<file path="src/rtl/mc_pkg.sv">
// Shared types and constants for the Monte Carlo pi run controller.
// The pi result is unsigned Q6.23, so a hit fraction scaled by 4 needs a shift of 25 bits.
package mc_pkg;

  typedef enum logic [2:0] {
    IDLE,
    SEED,
    WARMUP,
    RUN,
    CALC,
    DONE
  } mc_state_t;

  localparam int PI_WIDTH      = 29;
  localparam int PI_FRAC_BITS  = 23;
  localparam int PI_SHIFT_BASE = PI_FRAC_BITS + 2;

endpackage

</file>
<file path="src/rtl/mc_sample_counter.sv">
// Clearable sample/hit counter pair; last_sample flags the cycle the 2^LOG2_SAMPLES-th valid sample is counted.
// Counts are registered (visible one edge after the sample); there is no backpressure.
module mc_sample_counter #(
  parameter int LOG2_SAMPLES = 16
) (
  input  logic                  clk,
  input  logic                  rst,
  input  logic                  clr,
  input  logic                  sample_valid,
  input  logic                  sample_hit,
  output logic [LOG2_SAMPLES:0] hit_cnt,
  output logic                  last_sample
);

  localparam int CW = LOG2_SAMPLES + 1;
  localparam logic [CW-1:0] LAST_IDX = CW'((64'd1 << LOG2_SAMPLES) - 64'd1);

  logic [CW-1:0] sample_cnt;

  always_ff @(posedge clk or posedge rst) begin
    if (rst) begin
      sample_cnt <= '0;
      hit_cnt    <= '0;
    end else if (clr) begin
      sample_cnt <= '0;
      hit_cnt    <= '0;
    end else if (sample_valid) begin
      sample_cnt <= sample_cnt + CW'(1);
      if (sample_hit) hit_cnt <= hit_cnt + CW'(1);
    end
  end

  assign last_sample = sample_valid && !clr && (sample_cnt == LAST_IDX);

endmodule

</file>
<file path="src/rtl/mc_run_ctrl.sv">
// Run controller: seeds the PRBS, discards a warm-up window, counts 2^LOG2_SAMPLES samples, forms pi = 4*hits/N.
// pi_out and done appear two edges after the final valid sample; start while busy is dropped, abort returns to IDLE.
module mc_run_ctrl
  import mc_pkg::*;
#(
  parameter int LOG2_SAMPLES  = 16,
  parameter int WARMUP_CYCLES = 64,
  parameter int SEED_WIDTH    = 32
) (
  input  logic                  clk,
  input  logic                  rst,
  input  logic                  start,
  input  logic                  abort,
  input  logic [SEED_WIDTH-1:0] seed_in,
  output logic [SEED_WIDTH-1:0] prbs_seed,
  output logic                  prbs_load,
  output logic                  prbs_en,
  input  logic                  sample_valid,
  input  logic                  sample_hit,
  output logic                  busy,
  output logic                  done,
  output logic [PI_WIDTH-1:0]   pi_out
);

  localparam int WU_W = (WARMUP_CYCLES > 0) ? $clog2(WARMUP_CYCLES + 1) : 1;

  mc_state_t             state_q, state_nx;
  logic [WU_W-1:0]       wu_cnt;
  logic [LOG2_SAMPLES:0] hit_cnt;
  logic                  last_sample;
  logic                  cnt_clr;
  logic                  accept;

  assign accept  = (state_q == IDLE) && start && !abort;
  assign cnt_clr = (state_q == SEED) || (state_q == WARMUP);

  mc_sample_counter #(
    .LOG2_SAMPLES(LOG2_SAMPLES)
  ) u_cnt (
    .clk         (clk),
    .rst         (rst),
    .clr         (cnt_clr),
    .sample_valid(sample_valid && (state_q == RUN)),
    .sample_hit  (sample_hit),
    .hit_cnt     (hit_cnt),
    .last_sample (last_sample)
  );

  always_ff @(posedge clk or posedge rst) begin
    if (rst) state_q <= IDLE;
    else     state_q <= state_nx;
  end

  always_comb begin
    state_nx = state_q;
    case (state_q)
      IDLE:    if (accept) state_nx = SEED;
      SEED:    state_nx = (WARMUP_CYCLES == 0) ? RUN : WARMUP;
      WARMUP:  if (wu_cnt <= WU_W'(1)) state_nx = RUN;
      RUN:     if (last_sample) state_nx = CALC;
      CALC:    state_nx = DONE;
      DONE:    state_nx = IDLE;
      default: state_nx = IDLE;
    endcase
    if (abort && (state_q != IDLE)) state_nx = IDLE;
  end

  always_comb begin
    prbs_load = (state_q == SEED);
    prbs_en   = (state_q == WARMUP) || (state_q == RUN);
    busy      = (state_q != IDLE);
    done      = (state_q == DONE);
  end

  // Warm-up down-counter is loaded while SEED is presented to the PRBS.
  always_ff @(posedge clk or posedge rst) begin
    if (rst) begin
      wu_cnt <= '0;
    end else if (state_q == SEED) begin
      wu_cnt <= WU_W'(WARMUP_CYCLES);
    end else if (state_q == WARMUP) begin
      wu_cnt <= wu_cnt - WU_W'(1);
    end
  end

  always_ff @(posedge clk or posedge rst) begin
    if (rst) begin
      prbs_seed <= '0;
      pi_out    <= '0;
    end else begin
      if (accept) prbs_seed <= seed_in;
      if ((state_q == CALC) && !abort)
        pi_out <= PI_WIDTH'(hit_cnt) << (PI_SHIFT_BASE - LOG2_SAMPLES);
    end
  end

endmodule

</file>
<file path="config.mk">
export PLATFORM = sky130hd
export DESIGN_NAME = mc_run_ctrl
export DESIGN_NICKNAME = d
export VERILOG_FILES = /design/src/rtl/mc_pkg.sv /design/src/rtl/mc_sample_counter.sv /design/src/rtl/mc_run_ctrl.sv
export SDC_FILE = /design/constraint.sdc
export NUM_CORES = 1
export LEC_CHECK = 0
export CAP_MARGIN = 30
export CORE_MARGIN = 2
export CORE_UTILIZATION = 50
export CTS_CLUSTER_SIZE = 28
export DETAILED_ROUTE_END_ITERATION = 16
export GPL_TIMING_DRIVEN = 0
export PLACE_DENSITY = 0.88
export SLEW_MARGIN = 20
export SYNTH_ARGS = -nofsm -noshare
export SYNTH_HDL_FRONTEND = slang
export SYNTH_SLANG_ARGS = --single-unit
</file>
<file path="constraint.sdc">
create_clock -name clk -period 3.9 [get_ports clk]
set_input_delay 0.975 -clock clk [delete_from_list [all_inputs] [get_ports clk]]
set_output_delay 0.975 -clock clk [all_outputs]
set_load 0.02 [all_outputs]
</file>
# Word-level counts from Yosys, hierarchy flattened
# Index checks and enable logic that the tools add are counted.
# W data, S select, Z words.
word_totals:
  reg_bits: 93
  latch_bits: 0
  ramBits: 0
  mem_bits_ro: 0
  out_inout_bits: 65
  n_memories: 0
op_classes:
  add_sub_neg: 3
  multipliers: 0
  div: 0
  n_lt_le_gt_ge: 1
  eq_ne: 9
  shifts: 0
  mux: 12
  bitwise: 0
  n_reduce_logical: 18
op_table:
  columns: ["cell", "n"]
  rows:
  - ["$mux W17", 5]
  - ["$add A17 B1 Y17 const B", 2]
  - ["$eq A17 B16 Y1 const B", 1]
  - ["$pmux W3 S5", 1]
  - ["$mux W7", 2]
  - ["$mux W3", 4]
  - ["$le A7 B1 Y1 const B", 1]
  - ["$logic_and A1 B1 Y1", 7]
  - ["$sub A7 B1 Y7 const B", 1]
  - ["$eq A3 B2 Y1 const B", 2]
  - ["$eq A3 B3 Y1 const B", 2]
  - ["$ne A3 B3 Y1 const B", 2]
  - ["$reduce_bool A2 Y1", 3]
  - ["$eq A3 B1 Y1 const B", 1]
  - ["$logic_not A3 Y1", 1]
  - ["$ne A3 B2 Y1 const B", 1]
  - ["$reduce_and A3 Y1", 1]
  - ["$reduce_bool A3 Y1", 1]
  - ["$logic_not A1 Y1", 2]
  - ["$logic_or A1 B1 Y1", 2]
  - ["$reduce_and A2 Y1", 1]

# Depth between registers and ports, before layout
# Gate-level depths: netlist (run 1).
depth:
  ltp_word: 8
  depth_mapped: 8
  mapped_depth_nobuf: 8

# Hierarchy
# A second synthesis (run 1) with hierarchy kept.
unflattened:
  hier_cells: 365
  area_unflattened_um2: 4364.2
modules_own_cells:
  columns: ["module", "n_inst", "cells_per_inst", "area_each_um2", "seq_area_each_um2"]
  rows:
  - ["mc_run_ctrl", 1, 188, 2552.4, 1476.4]
  - ["mc_sample_counter", 1, 177, 1811.7, 850.8]

# Worst setup path before layout (run 1)
# OpenSTA, ideal clock, no wires.
synth_path:
  path_kind: "input -> register"
  start: "input port sample_hit"
  end: "register u_cnt.hit_cnt[16]"
  setup_ns: 0.078
  t_arrival_ns: 2.132
  t_required_ns: 3.822
  setup_slack_ns: 1.690
  cell_stages: 4
  path_buffers: 0
  path_cell_list: "nand2_1 a2111o_1 or4_1 a21oi_1"
synth_via:
  elab_chain_len: 2
synth_lines:
  columns: ["element", "line_no", "source"]
  rows:
  - ["start, declared", "mc_run_ctrl.sv:19", "input logic sample_hit,"]
  - ["$reduce_bool A2 Y1 (no source line)", null, null]
  - ["$reduce_and A2 Y1 (no source line)", null, null]
  - ["end signal, assigned", "mc_sample_counter.sv:29", "if (sample_hit) hit_cnt <= hit_cnt + CW'(1);"]
  - ["end, declared", "mc_sample_counter.sv:11", "output logic [LOG2_SAMPLES:0] hit_cnt,"]
# No other way between the ends.
# A chain may end at the register's enable or synchronous reset.

# Worst setup path after layout (run 1)
layout_path:
  start: "register state_q[0]"
  end: "output port prbs_load"
layout_via:
  elab_chain_len: 1
layout_lines:
  columns: ["element", "line_no", "source"]
  rows:
  - ["start, declared", "mc_run_ctrl.sv:27", "mc_state_t state_q, state_nx;"]
  - ["start signal, assigned", "mc_run_ctrl.sv:51", "else state_q <= state_nx;"]
  - ["$eq A3 B1 Y1", "mc_run_ctrl.sv:69", "prbs_load = (state_q == SEED);"]
  - ["end, declared", "mc_run_ctrl.sv:16", "output logic prbs_load,"]
# No other way between the ends.

==> flow_summary.html, run 1 <==
<table>
<tr><th>Metric</th><th>Value</th></tr>
<tr><th colspan="2">Finish</th></tr>
<tr><td>Final-layout fill cell count</td><td>621</td></tr>
<tr><td>Synth-to-Final Area Change</td><td>30.6%</td></tr>
<tr><td>Nets</td><td>537</td></tr>
<tr><td>Layout cells sized above 1</td><td>0.182</td></tr>
<tr><td>Diode insertion count for antenna repair</td><td>0</td></tr>
<tr><th colspan="2">Routing</th></tr>
<tr><td>Post-detailed-route count of antenna-violating nets</td><td>0</td></tr>
<tr><td>Vias per std cell</td><td>5.60</td></tr>
<tr><td>Violation count after the first detailed-route iteration</td><td>259</td></tr>
<tr><td>Routed WL per cell</td><td>16.8 microns</td></tr>
<tr><td>Overall via count from detail_route</td><td>3385</td></tr>
<tr><td>DRC violations left</td><td>0</td></tr>
<tr><td>DRT Pass-1 Iters</td><td>4</td></tr>
<tr><td>Wirelength, routed</td><td>10200 microns</td></tr>
<tr><th colspan="2">Power and ir drop</th></tr>
<tr><td>Leakage power of the design</td><td>2.42 nW</td></tr>
<tr><td>Power per standard cell area</td><td>596 nW/um^2</td></tr>
<tr><td>VDD IR-drop max</td><td>0.382 mV</td></tr>
<tr><th colspan="2">Critical path</th></tr>
<tr><td>Endpoint type of the worst setup path</td><td>primary output</td></tr>
<tr><td>Category of the worst setup path launch point</td><td>flop</td></tr>
<tr><td>Worst endpoint data arrival time</td><td>2140 ps</td></tr>
<tr><td>Data required time of the critical path</td><td>2920 ps</td></tr>
<tr><td>Worst Setup Path Type</td><td>reg2out</td></tr>
<tr><td>Largest fanout on the critical path</td><td>10</td></tr>
<tr><td>R2R Setup Slk</td><td>1760 ps</td></tr>
<tr><td>Depth of the worst register-to-register path</td><td>6</td></tr>
<tr><td>FF-to-FF End</td><td>u_cnt.hit_cnt[14]</td></tr>
<tr><td>RR Startpoint</td><td>u_cnt.hit_cnt[1]</td></tr>
<tr><th colspan="2">Clock network</th></tr>
<tr><td>Number of buffers inserted by post-CTS setup repair</td><td>0</td></tr>
<tr><td>Max H-tree Level</td><td>3</td></tr>
<tr><td>Later-pin clock latency in the skew report</td><td>360 ps</td></tr>
<tr><td>CTS Root Cell</td><td>clkbuf_8</td></tr>
<tr><td>Clock tree from TritonCTS</td><td>done</td></tr>
<tr><td>Clock edge transition at the registers on the reported setup and hold paths</td><td>90 ps</td></tr>
<tr><td>TritonCTS sink count</td><td>93</td></tr>
<tr><td>Longest Clk Path Bufs</td><td>2</td></tr>
<tr><td>Hold-fix buffers, CTS</td><td>0</td></tr>
<tr><td>Post-cts resize count</td><td>0</td></tr>
<tr><td>Cts bufs inserted</td><td>9</td></tr>
<tr><th colspan="2">Global route</th></tr>
<tr><td>First-pass GRT wire length</td><td>16800 microns</td></tr>
<tr><td>GRT Resource Usage Total</td><td>0.222</td></tr>
<tr><td>Global route total overflow</td><td>0</td></tr>
<tr><td>Via count of the first global-routing pass</td><td>3388</td></tr>
<tr><td>Initial antenna violation count</td><td>0</td></tr>
<tr><td>Largest net degree at the start of global routing</td><td>58</td></tr>
<tr><th colspan="2">Timing</th></tr>
<tr><td>Crit path setup slack, layout</td><td>789 ps</td></tr>
<tr><td>Fmax</td><td>0.321 GHz</td></tr>
<tr><td>Setup Skew</td><td>8.77 ps</td></tr>
<tr><td>Post-route worst hold slack</td><td>507 ps</td></tr>
<tr><td>Endpoints failing setup</td><td>0</td></tr>
<tr><td>Portion of the clock cycle consumed by the worst path in the final layout</td><td>0.798</td></tr>
<tr><td>Unrepaired setup endpoints after global routing</td><td>false</td></tr>
<tr><td>Slew Limit Headroom</td><td>0.580</td></tr>
<tr><td>Max Slew Vio Count</td><td>0</td></tr>
<tr><td>Worst Tran Pin Value</td><td>625 ps</td></tr>
<tr><td>Final critical-path required period</td><td>3110 ps</td></tr>
<tr><td>Final Hold Violating Endpoints</td><td>0</td></tr>
<tr><th colspan="2">Placed design</th></tr>
<tr><td>Final Wtd Congestion</td><td>0.846</td></tr>
<tr><td>Number of port buffers</td><td>90</td></tr>
<tr><td>Setup slack after placement</td><td>858 ps</td></tr>
<tr><td>Detailed placer's ending HPWL</td><td>7240 microns</td></tr>
<tr><th colspan="2">Synth</th></tr>
<tr><td>Synth cell count leaders</td><td>dfrtp_1 (93), mux2_2 (49), nand2_1 (25), nor2_1 (23), a21oi_1 (16)</td></tr>
<tr><td>Number of distinct library cells after synthesis</td><td>54</td></tr>
<tr><td>Number of register bits inferred by synthesis</td><td>93</td></tr>
<tr><td>Count of flip-flops with a built-in enable after synthesis</td><td>0</td></tr>
<tr><td>Sequential element share of the synthesized area</td><td>0.538</td></tr>
<tr><td>Top-count cell post-synth</td><td>dfrtp_1</td></tr>
<tr><td>Average cell area after synthesis</td><td>11.4 sq um</td></tr>
<tr><td>Number of instances in the synthesized netlist</td><td>381</td></tr>
<tr><td>Share of flip-flops with an asynchronous set or reset</td><td>1.00</td></tr>
<tr><td>Synthesized area</td><td>4330 sq um</td></tr>
<tr><td>Leading cell types by total area after synthesis</td><td>dfrtp_1 (54%), mux2_2 (13%), nand2_1 (2.2%)</td></tr>
<tr><td>Area share of the leading cell type in the synthesized netlist</td><td>0.538</td></tr>
<tr><td>Library cell occupying the most area in the post-synthesis netlist</td><td>dfrtp_1</td></tr>
<tr><td>Yosys warning total</td><td>0</td></tr>
<tr><td>Top_reg_cell synth</td><td>dfrtp_1</td></tr>
<tr><th colspan="2">Worst hold path</th></tr>
<tr><td>End point of the worst hold path</td><td>u_cnt.sample_cnt[14]</td></tr>
<tr><td>Hold Path Origin</td><td>u_cnt.sample_cnt[14]</td></tr>
<tr><td>Min-delay worst type</td><td>reg2reg</td></tr>
<tr><td>Hold-critical path depth</td><td>1</td></tr>
<tr><th colspan="2">Floorplan</th></tr>
<tr><td>Ports placed on the boundary</td><td>103</td></tr>
<tr><td>Cell row count</td><td>33</td></tr>
<tr><td>Die footprint</td><td>9420 sq um</td></tr>
<tr><td>Die Wd</td><td>97.0 microns</td></tr>
<tr><td>Core Box Area</td><td>8300 sq um</td></tr>
<tr><td>Die Ht</td><td>97.0 microns</td></tr>
<tr><td>Effective utilization at floorplan</td><td>0.521</td></tr>
<tr><th colspan="2">Flow run</th></tr>
<tr><td>Count of maximum capacitance violations</td><td>0</td></tr>
<tr><th colspan="2">Status</th></tr>
<tr><td>Outcome</td><td>complete, no violations</td></tr>
</table>
where the power goes:
group | switching, mW | total [mW] | internal (mW)
logic | 0.720 | 1.35 | 0.635
registers | 0.131 | 1.30 | 1.17
clock network | 0.347 | 0.711 | 0.364
total | 1.20 | 3.37 | 2.17
per-stage QoR:
| step | utilization | instance area, sq um | instances | TNS, ps | power (mW) |
|---|---|---|---|---|---|
| after floorplan | - | 4370 | 392 | 0 | 2.07 |
| after global placement | 0.651 | 5400 | 587 | -75180 | 2.59 |
| after detailed placement | 0.654 | 5430 | 588 | 0 | 2.66 |
| after CTS | 0.681 | 5650 | 604 | 0 | 3.39 |
| after global routing | 0.681 | 5650 | 604 | 0 | 3.53 |
| final | 0.681 | 5650 | 604 | 0 | 3.37 |
worst max-delay path by stage:
stage,startpoint,to,cells past startpoint
3_5_place_dp,sample_valid,u_cnt.hit_cnt[14],5
2_1_floorplan,rst,pi_out[10],1
5_1_grt,state_q[0],prbs_load,5
6_report,state_q[0],prbs_load,5
3_3_place_gp,rst,pi_out[21],2
4_1_cts,state_q[0],prbs_load,5
flip-flops by register name, summed over array words and instances, names as in the netlist:
| register | count |
|---|---|
| state_q | 3 |
| pi_out | 17 |
| wu_cnt | 7 |
| prbs_seed | 32 |
| u_cnt.hit_cnt | 17 |
| u_cnt.sample_cnt | 17 |
routing by layer:
metal | vias to the layer above | wire (microns) | global-route usage
li1 | 1581 | - | -
met1 | 1665 | 4050 | 0.283
met2 | 124 | 5380 | 0.386
met3 | 15 | 554 | 0.0434
met4 | 0 | 166 | 0.0628
met5 | - | 0 | 0
final cells by class:
cell class	count	area (sq um)	area share
plain buffers	31	183	0.0323
flip-flops and latches	93	2330	0.412
repair buffers	91	928	0.164
multi-input cells	256	1810	0.321
clock buffers	9	124	0.0219
inverters	12	47.5	0.00841
well taps	105	131	0.0232
clock inverters	7	98.8	0.0175
layout by cell type (no fill, tap or decap), drive strengths merged, types with 7 or more instances in the layout:
cell type / count
nor4: 8
clkdlybuf4s50: 90
a21oi: 16
o31ai: 11
or4: 8
mux2: 49
dfrtp: 93
xnor2: 8
nand3: 11
o21ai: 7
conb: 12
nor2: 23
inv: 13
buf: 24
xor2: 7
clkbuf: 17
nand2: 25
nand4: 12
cell families after synthesis:
logic type,synth area share
other,0.000866
buffers and inverters,0.0526
AO/OA/AOI/OAI,0.0890
multiplexers,0.132
XOR/XNOR,0.0304
adder cells (fa/ha/maj),0.0145
AND/OR/NAND/NOR,0.143
flip-flops,0.538
critical path, stage by stage (launching register included):
cell,delay [ps]
dfrtp_1,350
buf_6,130
clkbuf_1,390
nand2b_1,140
nor2_1,150
clkdlybuf4s50_1,620
No activity file was read; power rests on OpenSTA's default activity.
==> inputs of run 2 (changes only) <==
--- a/config.mk
+++ b/config.mk
@@ -7,11 +7,11 @@
 export LEC_CHECK = 0
 export CAP_MARGIN = 30
 export CORE_MARGIN = 2
-export CORE_UTILIZATION = 50
+export CORE_UTILIZATION = 45
 export CTS_CLUSTER_SIZE = 28
 export DETAILED_ROUTE_END_ITERATION = 16
 export GPL_TIMING_DRIVEN = 0
-export PLACE_DENSITY = 0.88
+export PLACE_DENSITY = 0.84
 export SLEW_MARGIN = 20
 export SYNTH_ARGS = -nofsm -noshare
 export SYNTH_HDL_FRONTEND = slang
==> constraint.sdc (replaced) <==
create_clock -name clk -period 2.65 [get_ports clk]
set_input_delay 0.6625 -clock clk [delete_from_list [all_inputs] [get_ports clk]]
set_output_delay 0.6625 -clock clk [all_outputs]
set_load 0.02 [all_outputs]
==> flow_summary.html, run 2 (synthesized netlist as in run 1, its figures left out) <==
<table>
<tr><th>Metric</th><th>Value</th></tr>
<tr><th colspan="2">Critical path</th></tr>
<tr><td>Category of the worst setup path launch point</td><td>flop</td></tr>
<tr><td>Critical Path Start</td><td>state_q[2]</td></tr>
<tr><td>R2R Setup Slk</td><td>480 ps (-1280 ps)</td></tr>
<tr><td>Critical Path Sink</td><td>done</td></tr>
<tr><td>Data required time of the critical path</td><td>1990 ps (-930 ps)</td></tr>
<tr><td>FF-to-FF End</td><td>u_cnt.hit_cnt[14]</td></tr>
<tr><td>Depth of the worst register-to-register path</td><td>6 (unchanged)</td></tr>
<tr><td>Worst endpoint data arrival time</td><td>1830 ps (-310 ps)</td></tr>
<tr><td>RR Startpoint</td><td>u_cnt.hit_cnt[0]</td></tr>
<tr><td>Worst Setup Path Type</td><td>reg2out</td></tr>
<tr><td>Largest fanout on the critical path</td><td>10 (unchanged)</td></tr>
<tr><td>Endpoint type of the worst setup path</td><td>primary output</td></tr>
<tr><th colspan="2">Power and ir drop</th></tr>
<tr><td>Power per standard cell area</td><td>873 nW/um^2 (+46%)</td></tr>
<tr><td>Fraction of power consumed by sequential logic</td><td>0.382 (-0.005)</td></tr>
<tr><td>Fraction of power spent switching nets</td><td>0.339 (-0.0165)</td></tr>
<tr><td>Internal portion of total power</td><td>3.31 mW (+52%)</td></tr>
<tr><td>VDD IR-drop max</td><td>0.461 mV (+21%)</td></tr>
<tr><td>Switching Power</td><td>1.70 mW (+42%)</td></tr>
<tr><td>Power consumption</td><td>5.01 mW (+49%)</td></tr>
<tr><td>Combinational fraction of design power</td><td>0.388 (-0.014)</td></tr>
<tr><td>Leakage power of the design</td><td>2.46 nW (+1.4%)</td></tr>
<tr><td>Clock network fraction of design power</td><td>0.230 (+0.019)</td></tr>
<tr><th colspan="2">Floorplan</th></tr>
<tr><td>Effective utilization at floorplan</td><td>0.466 (-0.0553)</td></tr>
<tr><td>Cell row count</td><td>35 (+6.1%)</td></tr>
<tr><td>Die Wd</td><td>102 microns (+5.2%)</td></tr>
<tr><td>Core Box Area</td><td>9280 sq um (+12%)</td></tr>
<tr><td>Die footprint</td><td>10400 sq um (+11%)</td></tr>
<tr><td>Ports placed on the boundary</td><td>103 (unchanged)</td></tr>
<tr><td>Die Ht</td><td>102 microns (+5.2%)</td></tr>
<tr><th colspan="2">Routing</th></tr>
<tr><td>Wirelength, routed</td><td>9650 microns (-5.0%)</td></tr>
<tr><td>Violation count after the first detailed-route iteration</td><td>125 (-52%)</td></tr>
<tr><td>Routed WL per cell</td><td>15.3 microns (-8.7%)</td></tr>
<tr><td>Post-detailed-route count of antenna-violating nets</td><td>0 (unchanged)</td></tr>
<tr><td>Overall via count from detail_route</td><td>3306 (-2.3%)</td></tr>
<tr><td>Vias per std cell</td><td>5.26 (-6.2%)</td></tr>
<tr><td>DRT Pass-1 Iters</td><td>4 (unchanged)</td></tr>
<tr><td>DRC violations left</td><td>0 (unchanged)</td></tr>
<tr><th colspan="2">Finish</th></tr>
<tr><td>Layout cells sized above 1</td><td>0.188 (+0.00564)</td></tr>
<tr><td>Most frequent standard cell in the layout excluding fill and tap cells</td><td>dfrtp_1</td></tr>
<tr><td>Multi-input gate area in the final layout</td><td>1820 sq um (+0.14%)</td></tr>
<tr><td>Highest-count cells in the layout ignoring fill and taps</td><td>dfrtp_1 (93), clkdlybuf4s50_1 (89), mux2_2 (49)</td></tr>
<tr><td>Largest register by flop count</td><td>prbs_seed</td></tr>
<tr><td>Diode insertion count for antenna repair</td><td>0 (unchanged)</td></tr>
<tr><td>Synth-to-Final Area Change</td><td>32.7%</td></tr>
<tr><td>Nets</td><td>538 (+0.19%)</td></tr>
<tr><td>Final-layout fill cell count</td><td>780 (+26%)</td></tr>
<tr><td>Non-Filler Instances</td><td>629 (+4.1%)</td></tr>
<tr><td>FF+latch area</td><td>2330 sq um (unchanged)</td></tr>
<tr><td>Flip-flop count of the largest register, all copies and words added</td><td>32 (unchanged)</td></tr>
<tr><th colspan="2">Clock network</th></tr>
<tr><td>Max H-tree Level</td><td>3 (unchanged)</td></tr>
<tr><td>Later-pin clock latency in the skew report</td><td>360 ps (about the same)</td></tr>
<tr><td>Cts bufs inserted</td><td>9 (unchanged)</td></tr>
<tr><td>Longest Clk Path Bufs</td><td>2 (unchanged)</td></tr>
<tr><td>Clock tree from TritonCTS</td><td>done</td></tr>
<tr><td>Number of buffers inserted by post-CTS setup repair</td><td>0 (unchanged)</td></tr>
<tr><td>Clock edge transition at the registers on the reported setup and hold paths</td><td>90 ps (about the same)</td></tr>
<tr><td>CTS Root Cell</td><td>clkbuf_8</td></tr>
<tr><td>Hold-fix buffers, CTS</td><td>0 (unchanged)</td></tr>
<tr><td>TritonCTS sink count</td><td>93 (unchanged)</td></tr>
<tr><th colspan="2">Timing</th></tr>
<tr><td>Slew Limit Headroom</td><td>0.640 (+0.0601)</td></tr>
<tr><td>Final critical-path required period</td><td>2500 ps</td></tr>
<tr><td>Worst Tran Pin Value</td><td>535 ps (-89.4 ps)</td></tr>
<tr><td>Total negative slack for setup checks</td><td>0 ps (unchanged)</td></tr>
<tr><td>Portion of the clock cycle consumed by the worst path in the final layout</td><td>0.942</td></tr>
<tr><td>Endpoints failing setup</td><td>0 (unchanged)</td></tr>
<tr><td>Final Hold Violating Endpoints</td><td>0 (unchanged)</td></tr>
<tr><td>Setup Skew</td><td>12.3 ps (+3.53 ps)</td></tr>
<tr><td>Max Slew Vio Count</td><td>0 (unchanged)</td></tr>
<tr><td>Fmax</td><td>0.401 GHz</td></tr>
<tr><td>Unrepaired setup endpoints after global routing</td><td>false</td></tr>
<tr><td>Crit path setup slack, layout</td><td>154 ps (-635 ps)</td></tr>
<tr><th colspan="2">Status</th></tr>
<tr><td>Outcome</td><td>complete, no violations</td></tr>
<tr><th colspan="2">Flow run</th></tr>
<tr><td>Count of maximum capacitance violations</td><td>0 (unchanged)</td></tr>
<tr><th colspan="2">Global route</th></tr>
<tr><td>Initial antenna violation count</td><td>0 (unchanged)</td></tr>
<tr><td>First-pass GRT wire length</td><td>15600 microns (-7.2%)</td></tr>
<tr><td>Via count of the first global-routing pass</td><td>3240 (-4.4%)</td></tr>
<tr><td>GRT Resource Usage Total</td><td>0.191 (-0.0309)</td></tr>
<tr><td>Largest net degree at the start of global routing</td><td>31 (-47%)</td></tr>
<tr><td>Global route total overflow</td><td>0 (unchanged)</td></tr>
<tr><th colspan="2">Worst hold path</th></tr>
<tr><td>Min-delay worst type</td><td>reg2reg</td></tr>
<tr><th colspan="2">Placed design</th></tr>
<tr><td>Number of port buffers</td><td>90 (unchanged)</td></tr>
<tr><td>Final Wtd Congestion</td><td>0.836 (-1.2%)</td></tr>
<tr><td>Setup slack after placement</td><td>-62.3 ps (-921 ps)</td></tr>
<tr><td>Cell count after placement</td><td>614 (+4.4%)</td></tr>
<tr><td>Detailed placer's ending HPWL</td><td>7020 microns (-3.0%)</td></tr>
</table>
[run 2: metal layers]
metal / global-route usage / vias to the layer above / wire length, microns
met3: 0.0390 / 7 / 389
met5: 0 / - / 0
met4: 0.0646 / 0 / 110
li1: - / 1580 / -
met2: 0.308 / 82 / 4890
met1: 0.260 / 1637 / 4260
[run 2: stage by stage]
stage                      util  hold WS (ps)  area (sq um)
after global routing      0.619           513          5740
after global placement    0.585           469          5440
after detailed placement  0.592           490          5500
after CTS                 0.618           501          5740
after floorplan               -           454          4370
final                     0.619           507          5740
[run 2: worst min-delay path by stage]
stage                    startpoint                   end  slack, ps  depth (start not counted)
5_1_grt        u_cnt.sample_cnt[14]  u_cnt.sample_cnt[14]        510                          1
3_3_place_gp   u_cnt.sample_cnt[14]  u_cnt.sample_cnt[14]        470                          1
2_1_floorplan  u_cnt.sample_cnt[14]  u_cnt.sample_cnt[14]        450                          1
4_1_cts        u_cnt.sample_cnt[14]  u_cnt.sample_cnt[14]        500                          1
6_report       u_cnt.sample_cnt[14]  u_cnt.sample_cnt[14]        510                          1
3_5_place_dp              wu_cnt[5]             wu_cnt[5]        490                          1
[run 2: area by class of cell]
type                    instances  area share
inverters                      12     0.00849
multi-input cells             256       0.316
repair buffers                 93       0.168
flip-flops and latches         93       0.405
well taps                     129      0.0281
clock buffers                  10      0.0240
plain buffers                  30      0.0311
clock inverters                 6      0.0192
[run 2: repair_timing]
| action | 4_1_cts | 5_1_grt |
|---|---|---|
| gates cloned | 0 | 0 |
| setup endpoints to repair | 2 | 2 |
| endpoints found under the hold margin | 0 | 0 |
| resized for setup | 0 | 3 |
[run 2: critical path: stages (launching register included)]
cell and delay (ps):
dfrtp_1 350, buf_2 210, inv_1 170, nor2_1 150
clkdlybuf4s50_1 610
[run 2: power by group through the flow]
| stage | Sequential (mW) | Combinational (mW) | Clock (mW) |
|---|---|---|---|
| after floorplan | 2.23 | 0.819 | 0 |
| after global placement | 1.92 | 1.90 | 0 |
| after detailed placement | 1.94 | 1.95 | 0 |
| after CTS | 1.91 | 1.96 | 1.17 |
| after global routing | 1.96 | 2.09 | 1.24 |
| final | 1.91 | 1.95 | 1.15 |
